### src/rtl/alu_seq_pkg.sv
// Shared opcodes, FSM state type and instruction field layout for the ALU sequencer.
// The instruction word is {op[3:0], rd, rs1, rs2}, with the op field in the top bits.
package alu_seq_pkg;

  localparam logic [3:0] OP_ADD   = 4'd0;
  localparam logic [3:0] OP_SUB   = 4'd1;
  localparam logic [3:0] OP_MUL   = 4'd2;
  localparam logic [3:0] OP_DIV   = 4'd3;
  localparam logic [3:0] OP_AND   = 4'd4;
  localparam logic [3:0] OP_OR    = 4'd5;
  localparam logic [3:0] OP_XOR   = 4'd6;
  localparam logic [3:0] OP_XNOR  = 4'd7;
  localparam logic [3:0] OP_NOT   = 4'd8;
  localparam logic [3:0] OP_SHR   = 4'd9;
  localparam logic [3:0] OP_SHL   = 4'd10;
  localparam logic [3:0] OP_IDLE  = 4'd15;
  localparam logic [3:0] OP_LOADI = 4'd15;

  typedef enum logic [1:0] {
    ST_IDLE    = 2'd0,
    ST_ISSUE   = 2'd1,
    ST_CAPTURE = 2'd2
  } seq_state_t;

  function automatic int unsigned instr_width(input int unsigned aw);
    return 4 + 3 * aw;
  endfunction

  function automatic int unsigned op_lsb(input int unsigned aw);
    return 3 * aw;
  endfunction

  function automatic int unsigned rd_lsb(input int unsigned aw);
    return 2 * aw;
  endfunction

  function automatic int unsigned rs1_lsb(input int unsigned aw);
    return aw;
  endfunction

  function automatic int unsigned rs2_lsb(input int unsigned aw);
    return (aw > 0) ? 0 : 0;
  endfunction

endpackage

### src/rtl/alu_seq_regfile.sv
// Architectural register file: 2^AW entries of 4 bits, two operand read ports,
// one debug read port, and a single synchronous write port.
module alu_seq_regfile
  import alu_seq_pkg::*;
#(
  parameter int unsigned AW = 2
) (
  input  logic          clk,
  input  logic          rst_n,
  input  logic          we,
  input  logic [AW-1:0] waddr,
  input  logic [3:0]    wdata,
  input  logic [AW-1:0] raddr1,
  output logic [3:0]    rdata1,
  input  logic [AW-1:0] raddr2,
  output logic [3:0]    rdata2,
  input  logic [AW-1:0] dbg_addr,
  output logic [3:0]    dbg_data
);

  localparam int unsigned NREG = 1 << AW;

  logic [3:0] regs [NREG];

  always_ff @(posedge clk or negedge rst_n) begin
    if (!rst_n) begin
      for (int unsigned i = 0; i < NREG; i++) begin
        regs[i] <= '0;
      end
    end else if (we) begin
      regs[waddr] <= wdata;
    end
  end

  assign rdata1   = regs[raddr1];
  assign rdata2   = regs[raddr2];
  assign dbg_data = regs[dbg_addr];

endmodule

### src/rtl/alu_seq_ctrl.sv
// Instruction sequencer driving a registered 4-bit ALU and owning the register file.
// Optional feature: define ALU_SEQ_LOADI_EN to make opcode 4'b1111 a local load-immediate.
module alu_seq_ctrl
  import alu_seq_pkg::*;
#(
  parameter int unsigned REG_AW = 2
) (
  input  logic                           clk,
  input  logic                           rst_n,
  input  logic                           instr_valid,
  output logic                           instr_ready,
  input  logic [instr_width(REG_AW)-1:0] instr,
  output logic [3:0]                     alu_operand1,
  output logic [3:0]                     alu_operand2,
  output logic [3:0]                     alu_op,
  input  logic [3:0]                     alu_result,
  input  logic                           alu_zero,
  input  logic                           alu_carry,
  input  logic                           alu_we,
  output logic                           done,
  output logic                           z_flag,
  output logic                           c_flag,
  input  logic [REG_AW-1:0]              dbg_addr,
  output logic [3:0]                     dbg_data
);

  localparam int unsigned OP_LSB  = op_lsb(REG_AW);
  localparam int unsigned RD_LSB  = rd_lsb(REG_AW);
  localparam int unsigned RS1_LSB = rs1_lsb(REG_AW);
  localparam int unsigned RS2_LSB = rs2_lsb(REG_AW);

  seq_state_t        state, state_nxt;
  logic [3:0]        f_op;
  logic [REG_AW-1:0] f_rd, f_rs1, f_rs2;
  logic              accept, in_capture, is_loadi;
  logic              rf_we;
  logic [3:0]        rf_wdata, rdata1, rdata2;
  logic [REG_AW-1:0] rd_q;
  logic [3:0]        op_q, opnd1_q, opnd2_q;
  logic              done_q, z_q, c_q;
  logic              loadi_q;
  logic [3:0]        imm_q;

  assign f_op  = instr[OP_LSB  +: 4];
  assign f_rd  = instr[RD_LSB  +: REG_AW];
  assign f_rs1 = instr[RS1_LSB +: REG_AW];
  assign f_rs2 = instr[RS2_LSB +: REG_AW];

`ifdef ALU_SEQ_LOADI_EN
  assign is_loadi = (f_op == OP_LOADI);

  // LOADI bypasses the ALU, so the immediate and the write-source select are held locally.
  always_ff @(posedge clk or negedge rst_n) begin
    if (!rst_n) begin
      loadi_q <= 1'b0;
      imm_q   <= '0;
    end else if (accept) begin
      loadi_q <= is_loadi;
      imm_q   <= 4'({f_rs1, f_rs2});
    end
  end
`else
  assign is_loadi = 1'b0;
  assign loadi_q  = 1'b0;
  assign imm_q    = '0;
`endif

  always_ff @(posedge clk or negedge rst_n) begin
    if (!rst_n) state <= ST_IDLE;
    else        state <= state_nxt;
  end

  always_comb begin
    state_nxt = state;
    unique case (state)
      ST_IDLE:    if (instr_valid) state_nxt = is_loadi ? ST_CAPTURE : ST_ISSUE;
      ST_ISSUE:   state_nxt = ST_CAPTURE;
      ST_CAPTURE: state_nxt = ST_IDLE;
      default:    state_nxt = ST_IDLE;
    endcase
  end

  always_comb begin
    instr_ready = 1'b0;
    in_capture  = 1'b0;
    unique case (state)
      ST_IDLE:    instr_ready = 1'b1;
      ST_CAPTURE: in_capture  = 1'b1;
      default:    ;
    endcase
  end

  assign accept   = instr_valid & instr_ready;
  assign rf_we    = in_capture & (loadi_q | alu_we);
  assign rf_wdata = loadi_q ? imm_q : alu_result;

  // Accept and capture occupy different states, so the two updates never collide.
  always_ff @(posedge clk or negedge rst_n) begin
    if (!rst_n) begin
      op_q    <= OP_IDLE;
      opnd1_q <= '0;
      opnd2_q <= '0;
      rd_q    <= '0;
      done_q  <= 1'b0;
      z_q     <= 1'b0;
      c_q     <= 1'b0;
    end else begin
      done_q <= in_capture;
      if (accept) begin
        op_q    <= f_op;
        opnd1_q <= rdata1;
        opnd2_q <= rdata2;
        rd_q    <= f_rd;
      end else if (in_capture) begin
        op_q <= OP_IDLE;
        if (!loadi_q) begin
          z_q <= alu_zero;
          c_q <= alu_carry;
        end
      end
    end
  end

  alu_seq_regfile #(
    .AW (REG_AW)
  ) u_regfile (
    .clk      (clk),
    .rst_n    (rst_n),
    .we       (rf_we),
    .waddr    (rd_q),
    .wdata    (rf_wdata),
    .raddr1   (f_rs1),
    .rdata1   (rdata1),
    .raddr2   (f_rs2),
    .rdata2   (rdata2),
    .dbg_addr (dbg_addr),
    .dbg_data (dbg_data)
  );

  assign alu_op       = op_q;
  assign alu_operand1 = opnd1_q;
  assign alu_operand2 = opnd2_q;
  assign done         = done_q;
  assign z_flag       = z_q;
  assign c_flag       = c_q;

endmodule

### config.mk
export PLATFORM = sky130hd
export DESIGN_NAME = alu_seq_ctrl
export DESIGN_NICKNAME = d
export VERILOG_FILES = /design/src/rtl/alu_seq_pkg.sv /design/src/rtl/alu_seq_regfile.sv /design/src/rtl/alu_seq_ctrl.sv
export SDC_FILE = /design/constraint.sdc
export NUM_CORES = 1
export LEC_CHECK = 0
export CAP_MARGIN = 15
export CELL_PAD_IN_SITES_DETAIL_PLACEMENT = 0
export CELL_PAD_IN_SITES_GLOBAL_PLACEMENT = 1
export CORE_UTILIZATION = 40
export DETAILED_ROUTE_END_ITERATION = 7
export GPL_ROUTABILITY_DRIVEN = 0
export GPL_TIMING_DRIVEN = 1
export PLACE_DENSITY = 0.88
export SYNTH_ARGS = -nofsm -noshare
export SYNTH_HDL_FRONTEND = slang
export SYNTH_HIERARCHICAL = 1
export SYNTH_SLANG_ARGS = --single-unit
### constraint.sdc
create_clock -name clk -period 1.75 [get_ports clk]
set_input_delay 0.35 -clock clk [delete_from_list [all_inputs] [get_ports clk]]
set_output_delay 0.35 -clock clk [all_outputs]
set_load 0.01 [all_outputs]
; ---- Word-level counts from Yosys, hierarchy flattened
; Index checks and enable logic that the tools add are counted.
[op_classes]
n_lt_le_gt_ge = 5
n_eq_ne = 3
mux = 18
bitwise_logic = 7
reduce_logical = 4
[op_table]
columns = operator, n
row1 = $mux 4, 9
row2 = $bmux 4 s2, 3
row3 = $bwmux 16, 1
row4 = $ge 3x3->1 const B, 4
row5 = $not 2->3, 4
row6 = $demux 4 s2, 1
row7 = $pmux 2 s2, 1
row8 = $lt 3x1->1 const B, 1
row9 = $and 1x1->1, 2
row10 = $eq 2x1->1 const B, 1
row11 = $eq 2x2->1 const B, 1
row12 = $logic_not 2->1, 1
row13 = $mux 1, 2
row14 = $mux 2, 1
row15 = $ne 2x2->1 const B, 1
row16 = $reduce_and 2->1, 1
row17 = $reduce_bool 2->1, 1
row18 = $logic_and 1x1->1, 1
row19 = $not 1->1, 1
[totals]
register_bits = 35
input_bits = 22
out_inout_bits = 20
wordCells = 49

; ---- Depth between registers and ports, before layout
; Gate-level depths: netlist of the first run.
[logic_depth]
ltp_word = 6
ltp_mapped = 4
mapped_depth_nobuf = 4

; ---- Modules after synthesis
; The synthesis of the first run kept the hierarchy.
[by_module_without_submodules]
columns = module, instances, cells_per_inst, area_per_inst_um2, seq_area_each_um2
row1 = alu_seq_regfile, 1, 48, 900.9, 400.4
row2 = alu_seq_ctrl, 1, 55, 777.0, 480.5

; ---- Worst setup path after synthesis of the first run
; OpenSTA, ideal clock, no wires.
[synth_timing]
kind = register to register
start = register state[0]
end = register u_regfile/regs[12] (netlist name)
setup_time_ns = 0.125
t_arrival_ns = 1.415
required_time_ns = 1.625
path_slack_ns = 0.210
path_stages_with_launch = 5
n_path_buf = 0
period_less_slack_ns = 1.540
cell_sequence = dfrtp_1 > and2b_1 > and2_1 > nor3b_4 > mux2_2
[synth_via]
elab_chain_cells = 3
[synth_rtl]
columns = element, line
row1 = from (decl), alu_seq_ctrl.sv:32  ; seq_state_t state, state_nxt;
row2 = from (signal assigned), alu_seq_ctrl.sv:70  ; else state <= state_nxt;
row3 = $eq 2x2->1, alu_seq_ctrl.sv:86  ; unique case (state)
row4 = $mux 1, alu_seq_ctrl.sv:86
row5 = net in_capture, alu_seq_ctrl.sv:35  ; logic accept, in_capture, is_loadi;
row6 = $and 1x1->1, alu_seq_ctrl.sv:94  ; assign rf_we = in_capture & (loadi_q | alu_we);
row7 = net rf_we, alu_seq_ctrl.sv:36  ; logic rf_we;
row8 = "to (signal, indexed assignment)", alu_seq_regfile.sv:31  ; regs[waddr] <= wdata;
row9 = to (decl), alu_seq_regfile.sv:23  ; logic [3:0] regs [NREG];
; The timed path passes the listed nets, and every way through them passes these cells.
; A chain may end at the register's enable or synchronous reset.

; ---- Worst setup path in the final report of the first run
[layout_timing]
start = register u_regfile/regs[5] (netlist name)
end = output dbg_data[1]
[layout_via]
elab_chain_cells = 3
[layout_rtl]
columns = element, line
row1 = $bmux 4 s2, alu_seq_regfile.sv:37  ; assign dbg_data = regs[dbg_addr];
row2 = $mux 4 (implied by the code) (2 in a row), alu_seq_regfile.sv:37
row3 = to (decl), alu_seq_ctrl.sv:24  ; output logic [3:0] dbg_data
; No other way between the ends. The select of a mux whose other input is x is not followed.

==> results by group, run 1 <==
Pwr
  – Sequential Power Share: 39.2%
  – PD cells: 1440 nW/um2
  – Switching Fraction: 29.3%
  – Max rail drop VDD: 0.715 mV
  – Internal power: 2.44 mW
  – Leakage: 1.05 nW
  – Sw power: 1.01 mW
  – Clock Power Share: 17.6%
  – Combinational power share: 43.2%

Setup path
  – Max FO, Critical Path: 2
  – Crit start category: flop
  – Critical path data arrival time: 1340 ps
  – WP data required: 1400 ps
  – CP peak stage delay: 500 ps
  – Slowest CP cell: mux4_1
  – CP endpoint kind: output pin
  – Crit path kind: reg2out
  – Cell Chain, Critical Path: mux4_1, buf_2

Layout
  – Multi-input logic area: 781 um2
  – Layout cells sized above 1: 45.3%
  – FILL cells: 310
  – Area delta synth->final: 42.5%
  – Reg area: 881 um2
  – Fin cells: 220
  – Ant. Diodes: 0
  – Net count, final: 191

Clock network
  – H-tree levels: 2
  – Clock sinks: 35
  – Num CTS Buffers: 5
  – TritonCTS clock tree: built
  – CTS Buffer Depth: 2
  – Clock latency on the worst-skew pair: 300 ps
  – Clk root buf: clkbuf_8
  – Hold-fix buffers, CTS: 0
  – Worst-path clk slew: 80 ps

STA
  – Final slew viol count: 0
  – Hold Vio Cnt, Final: 0
  – Final hold slack: 428 ps
  – Setup TNS: 0 ps
  – Setup ws final: 61.2 ps
  – Slew headroom: 76.5%
  – Maximum clock rate: 0.592 GHz
  – Slew @ Worst Pin: 352 ps
  – Setup violations, final: 0
  – Clock Skews: 12.9 ps
  – Final min period: 1690 ps
  – Final period util: 96.5%
  – RSZ-0062 raised after global routing: false

Yosys
  – Largest area contributor in the netlist: dfrtp_1
  – Synth area leaders: dfrtp_1 (46%), mux2_2 (19%), mux4_2 (12%), dfstp_2 (6.3%), mux4_1 (4.7%)
  – Syn_area_per_cell: 16.3 um2
  – Syn Inst Count: 103
  – Asr flop ratio synth: 100%
  – Top FF cell, synth: dfrtp_1
  – Top post-synthesis cells by count: dfrtp_1 (31), mux2_2 (28), mux4_2 (9)
  – Number of synthesized flops with an enable pin: 0
  – Distinct cells, synth: 16
  – Syn nets: 125
  – Register area share after synthesis: 52.5%
  – Synth Cell Area: 1680 um2
  – Top cell type's share of synthesized area: 46.2%
  – Yosys Warn Count: 6
  – Most common cell in the netlist: dfrtp_1
  – #FFs+latches synth: 35

Floorplan
  – Num rows: 23
  – Die Height: 66.8 um
  – IO Pins: 42
  – Core ar.: 4000 um2
  – Initial Utilization: 41.9%
  – Die ar.: 4460 um2
  – Die width: 66.8 um

GRT
  – GRT overflow: 0
  – Total GRT Usage: 19.6%
  – Initial antenna violation count: 0
  – First-pass GRT wire length: 6110 um
  – Largest net degree at the start of global routing: 36
  – Vias in the first global route: 1205

Placed design
  – Input/output buffers: 41
  – Post-placement setup slack: -672 ps
  – Cells after DPL: 208
  – DP HPWL: 2750 um

Route
  – Total number of vias: 1156
  – WL/cell: 17.3 um
  – Initial DRC count: 28
  – Post-route DRC violation count: 0
  – Drt total wl: 3800 um
  – DRT Pass-1 Iters: 4
  – Via density: 5.25
  – Post-route ant nets: 0

Run status
  – Status: complete, no violations

Hold path
  – Hold WC Path Type: in2async

Job
  – Maxcap violations: 0
[critical path: cells and delay by family, from the launching register on]
kind,cells,cell delay (ps)
flops,1,390
mux,1,500
buf+inv,1,160
[area by class of cell]
cell class                 instances  area share [%]
multi-input combinational         65            32.7
timing repair buffer              62            24.1
clock buffer                       7            3.61
sequential                        35            36.8
tap                               50            2.62
clock inverter                     1           0.209
[per-stage QoR]
step	util (%)	total power, mW	area [um2]
final	59.8	3.45	2390
after global routing	59.8	3.65	2390
after CTS	59.7	3.48	2390
after detailed placement	57.1	2.84	2280
after global placement	57.1	2.76	2280
after floorplan	-	2.02	1680
[cell usage in the layout (no fill, tap or decap)]
cell type,n
and2_4,1
and2b_1,1
buf_12,2
buf_2,3
buf_4,19
clkbuf_1,1
clkbuf_2,2
clkbuf_8,6
clkdlybuf4s50_1,30
clkinv_2,1
dfrtp_1,31
dfstp_2,4
dlygate4sd2_1,2
dlymetal6s2s_1,4
mux2_2,28
mux4_1,3
mux4_2,9
nand3_1,1
nand3b_1,2
nor2_1,1
nor2b_1,5
nor3_1,8
nor3b_4,2
nor4b_1,4
[worst paths after layout]
path	from	to	slack (ps)	cells past startpoint
setup / recovery	u_regfile/regs[5]	dbg_data[1]	60	2
hold / removal	rst_n	alu_operand2[1]	430	2
setup reg to reg	state[0]	u_regfile/regs[13]	90	4
hold reg to reg	alu_operand1[1]	alu_operand1[1]	510	1
max in group asynchronous	rst_n	alu_op[0]	1070	2
min in group clk	alu_operand1[1]	alu_operand1[1]	510	1
[flip-flops by register name, indices dropped and copies added (netlist names)]
register,count
alu_op,4
alu_operand1,4
alu_operand2,4
c_flag,1
done,1
rd_q,2
state,2
u_regfile/regs,16
z_flag,1
[routing by layer]
layer	share of wire, %	up-vias	track usage (%)
met5	0	-	0
met3	5.4	9	6.51
met4	2.6	0	10.6
met2	47	41	29.3
li1	-	532	-
met1	45	574	25.1
[power by group through the flow]
stage,registers (mW),logic (mW),clock network [mW]
2_1_floorplan,1.40,0.615,0
3_3_place_gp,1.34,1.42,0
4_1_cts,1.35,1.51,0.617
3_5_place_dp,1.38,1.46,0
6_report,1.35,1.49,0.607
5_1_grt,1.39,1.60,0.656
[timing repair]
| item | CTS | global route |
|---|---|---|
| gates resized for setup | 18 | 7 |
| buffers inserted | 4 | 0 |
| pin swaps | 0 | 0 |
| hold endpoints to repair | 0 | 0 |
| setup endpoints to repair | 5 | 10 |
[kinds of logic (layout without fill, tap and decap cells)]
family	after synthesis	after routing	synth area share, %
and+or+nand+nor	25	25	10.8
muxes	40	40	35.6
DFF	35	35	52.5
buffers and inverters	3	70	1.12
No activity file was read; power rests on OpenSTA's default activity.
==> inputs of run 2 (changes only) <==
CORE_UTILIZATION = 36   (was 40)
PLACE_DENSITY = 0.84   (was 0.88)
REMOVE_ABC_BUFFERS = 1   (was not set)
clock period = 1.5 ns   (was 1.75 ns; I/O delays follow)
==> run 2 against run 1 <==
The flow now finishes with violations (setup timing). Combinational power is 28% higher. First-iteration DRC count is 29% lower. Sequential share of layout area is 1.6 points lower. Cell count is 3.6% higher. Clock skew is 4.4 ps lower. Wire length is 2.4% higher. Total power is 19% higher. Register-to-register slack worse by 130 ps. Highest routed layer unchanged.
==> results by group, run 2 (same netlist as run 1, synthesis figures left out) <==
Run status
  – Status: finished, violations left
  – Failing checks: setup timing

Clock network
  – Num CTS Buffers: 5 (unchanged)
  – H-tree levels: 2 (unchanged)
  – TritonCTS clock tree: built
  – Clock latency on the worst-skew pair: 280 ps (-20 ps)
  – Worst-path clk slew: 70 ps (about the same)
  – Clk root buf: clkbuf_8
  – CTS Buffer Depth: 2 (unchanged)
  – Clock sinks: 35 (unchanged)
  – Hold-fix buffers, CTS: 0 (unchanged)

Setup path
  – Critical path data arrival time: 1310 ps (-30 ps)
  – Cells on worst reg2reg path: 5 (+1)
  – Max FO, Critical Path: 2 (unchanged)
  – Crit start category: flop
  – CP endpoint kind: output pin
  – FF-to-FF End: u_regfile/regs[15]
  – FF-to-FF setup slack: -40 ps (-130 ps)
  – Crit path kind: reg2out
  – Worst setup endpoint: dbg_data[0]
  – Reg2reg start: state[0]
  – WP data required: 1200 ps (-200 ps)
  – Worst Setup SP: u_regfile/regs[0]

Placed design
  – Post-placement setup slack: -841 ps (-169 ps)
  – Post-place instance area: 2320 um2 (+1.8%)
  – DP HPWL: 2920 um (+6.2%)
  – Cells after DPL: 215 (+3.4%)
  – Input/output buffers: 41 (unchanged)

GRT
  – Largest net degree at the start of global routing: 36 (unchanged)
  – First-pass GRT wire length: 6690 um (+9.5%)
  – Total GRT Usage: 17.8% (-1.8 points)
  – Vias in the first global route: 1310 (+8.7%)
  – Initial antenna violation count: 0 (unchanged)
  – GRT overflow: 0 (unchanged)

Route
  – DRT Pass-1 Iters: 4 (unchanged)
  – WL/cell: 17.1 um (-1.2%)
  – Post-route ant nets: 0 (unchanged)
  – Initial DRC count: 20 (-29%)
  – Via density: 5.25 (about the same)
  – Drt total wl: 3890 um (+2.4%)
  – Total number of vias: 1198 (+3.6%)
  – Post-route DRC violation count: 0 (unchanged)

STA
  – Slew headroom: 80.1% (+3.6 points)
  – Setup ws final: -111 ps (-172 ps)
  – RSZ-0062 raised after global routing: true
  – Maximum clock rate: 0.621 GHz
  – Setup violations, final: 8 (+8)
  – Final min period: 1610 ps
  – Final period util: 107%
  – Final slew viol count: 0 (unchanged)
  – Setup TNS: -487 ps (-487 ps)
  – Hold Vio Cnt, Final: 0 (unchanged)
  – Slew @ Worst Pin: 294 ps (-58.4 ps)
  – Clock Skews: 8.51 ps (-4.41 ps)

Layout
  – Fin cells: 228 (+3.6%)
  – Utilization after layout: 56.5% (-3.2 points)
  – FILL cells: 354 (+14%)
  – Area delta synth->final: 48.8%
  – Number of flip-flops in the largest register: 16 (unchanged)
  – Most frequent cells in the layout: dfrtp_1 (31), buf_4 (22), mux2_2 (20), clkdlybuf4s50_1 (18), mux4_2 (10)
  – Biggest register: u_regfile/regs
  – Design area: 2500 um2 (+4.4%)
  – Ant. Diodes: 0 (unchanged)
  – Layout cells sized above 1: 48.9% (+3.6 points)
  – Commonest non-fill, non-tap cell in the layout: dfrtp_1
  – Net count, final: 197 (+3.1%)

Floorplan
  – IO Pins: 42 (unchanged)
  – Num rows: 24 (+4.3%)
  – Die ar.: 4940 um2 (+11%)
  – Initial Utilization: 38.0% (-3.9 points)
  – Core ar.: 4410 um2 (+10%)
  – Die Height: 70.3 um (+5.2%)
  – Die width: 70.3 um (+5.2%)

Hold path
  – Hold WC Path Type: in2async

Pwr
  – Max rail drop VDD: 0.860 mV (+20%)
  – Leakage: 1.19 nW (+13%)
  – PD cells: 1650 nW/um2 (+14%)

Job
  – Maxcap violations: 0 (unchanged)
==> run 2: changes by cell type in the layout (fill, tap and decap cells not counted), sizes merged <==
cell	change
buf	+7
clkbuf	-2
clkdlybuf4s15	+1
dlygate4sd2	+7
dlymetal6s2s	+4
clkdlybuf4s50	-12
clkinvlp	+1
==> run 2: layout make-up <==
type                    instances  area (um2)  area share, %
clock buffers                   6        72.6           2.91
flip-flops and latches         35         881           35.3
clock inverters                 2        12.5          0.501
multi-input cells              65         812           32.5
repair buffers                 68         653           26.2
well taps                      52        65.1           2.61
==> run 2: per-stage QoR <==
stage / hold slack (ps) / power, mW
after global routing: 401 / 4.37
after CTS: 394 / 4.06
after global placement: 492 / 3.31
final: 389 / 4.12
after detailed placement: 494 / 3.41
after floorplan: 4.41 / 2.35
==> run 2: how the worst min path moves through the flow <==
stage,startpoint,cells after the start,slack (ps),end
after detailed placement,alu_operand1[0],1,490,alu_operand1[0]
after CTS,rst_n,2,390,alu_operand1[2]
after global placement,alu_operand2[0],1,490,alu_operand2[0]
final,rst_n,2,390,alu_operand2[1]
after global routing,rst_n,2,400,alu_operand1[2]
after floorplan,rst_n,0,4,alu_operand1[0]
==> run 2: per-layer routing <==
metal	GRT usage (%)	vias up	part of all wire, %
met5	0	-	0
met4	7.11	0	0.87
met3	5.05	2	3.8
met2	29.1	30	53
met1	22.2	624	43
li1	-	542	-
==> run 2: worst max-delay path, stage by stage, from the launching register on <==
cell and delay [ps]:
dfrtp_1 400, mux4_2 500, buf_6 140
==> run 2: repair_timing <==
| action | CTS | global route |
|---|---|---|
| endpoints found under the setup margin | 31 | 29 |
| buffers inserted | 2 | 3 |
| pin swaps | 1 | 1 |
| gates resized for setup | 39 | 17 |
==> run 2: where the power goes <==
part / switching, mW / leakage [nW] / internal [mW]
clock: 0.319 / 0.0412 / 0.324
sequential: 0.240 / 0.431 / 1.34
combinational: 0.640 / 0.714 / 1.26
total: 1.20 / 1.19 / 2.92
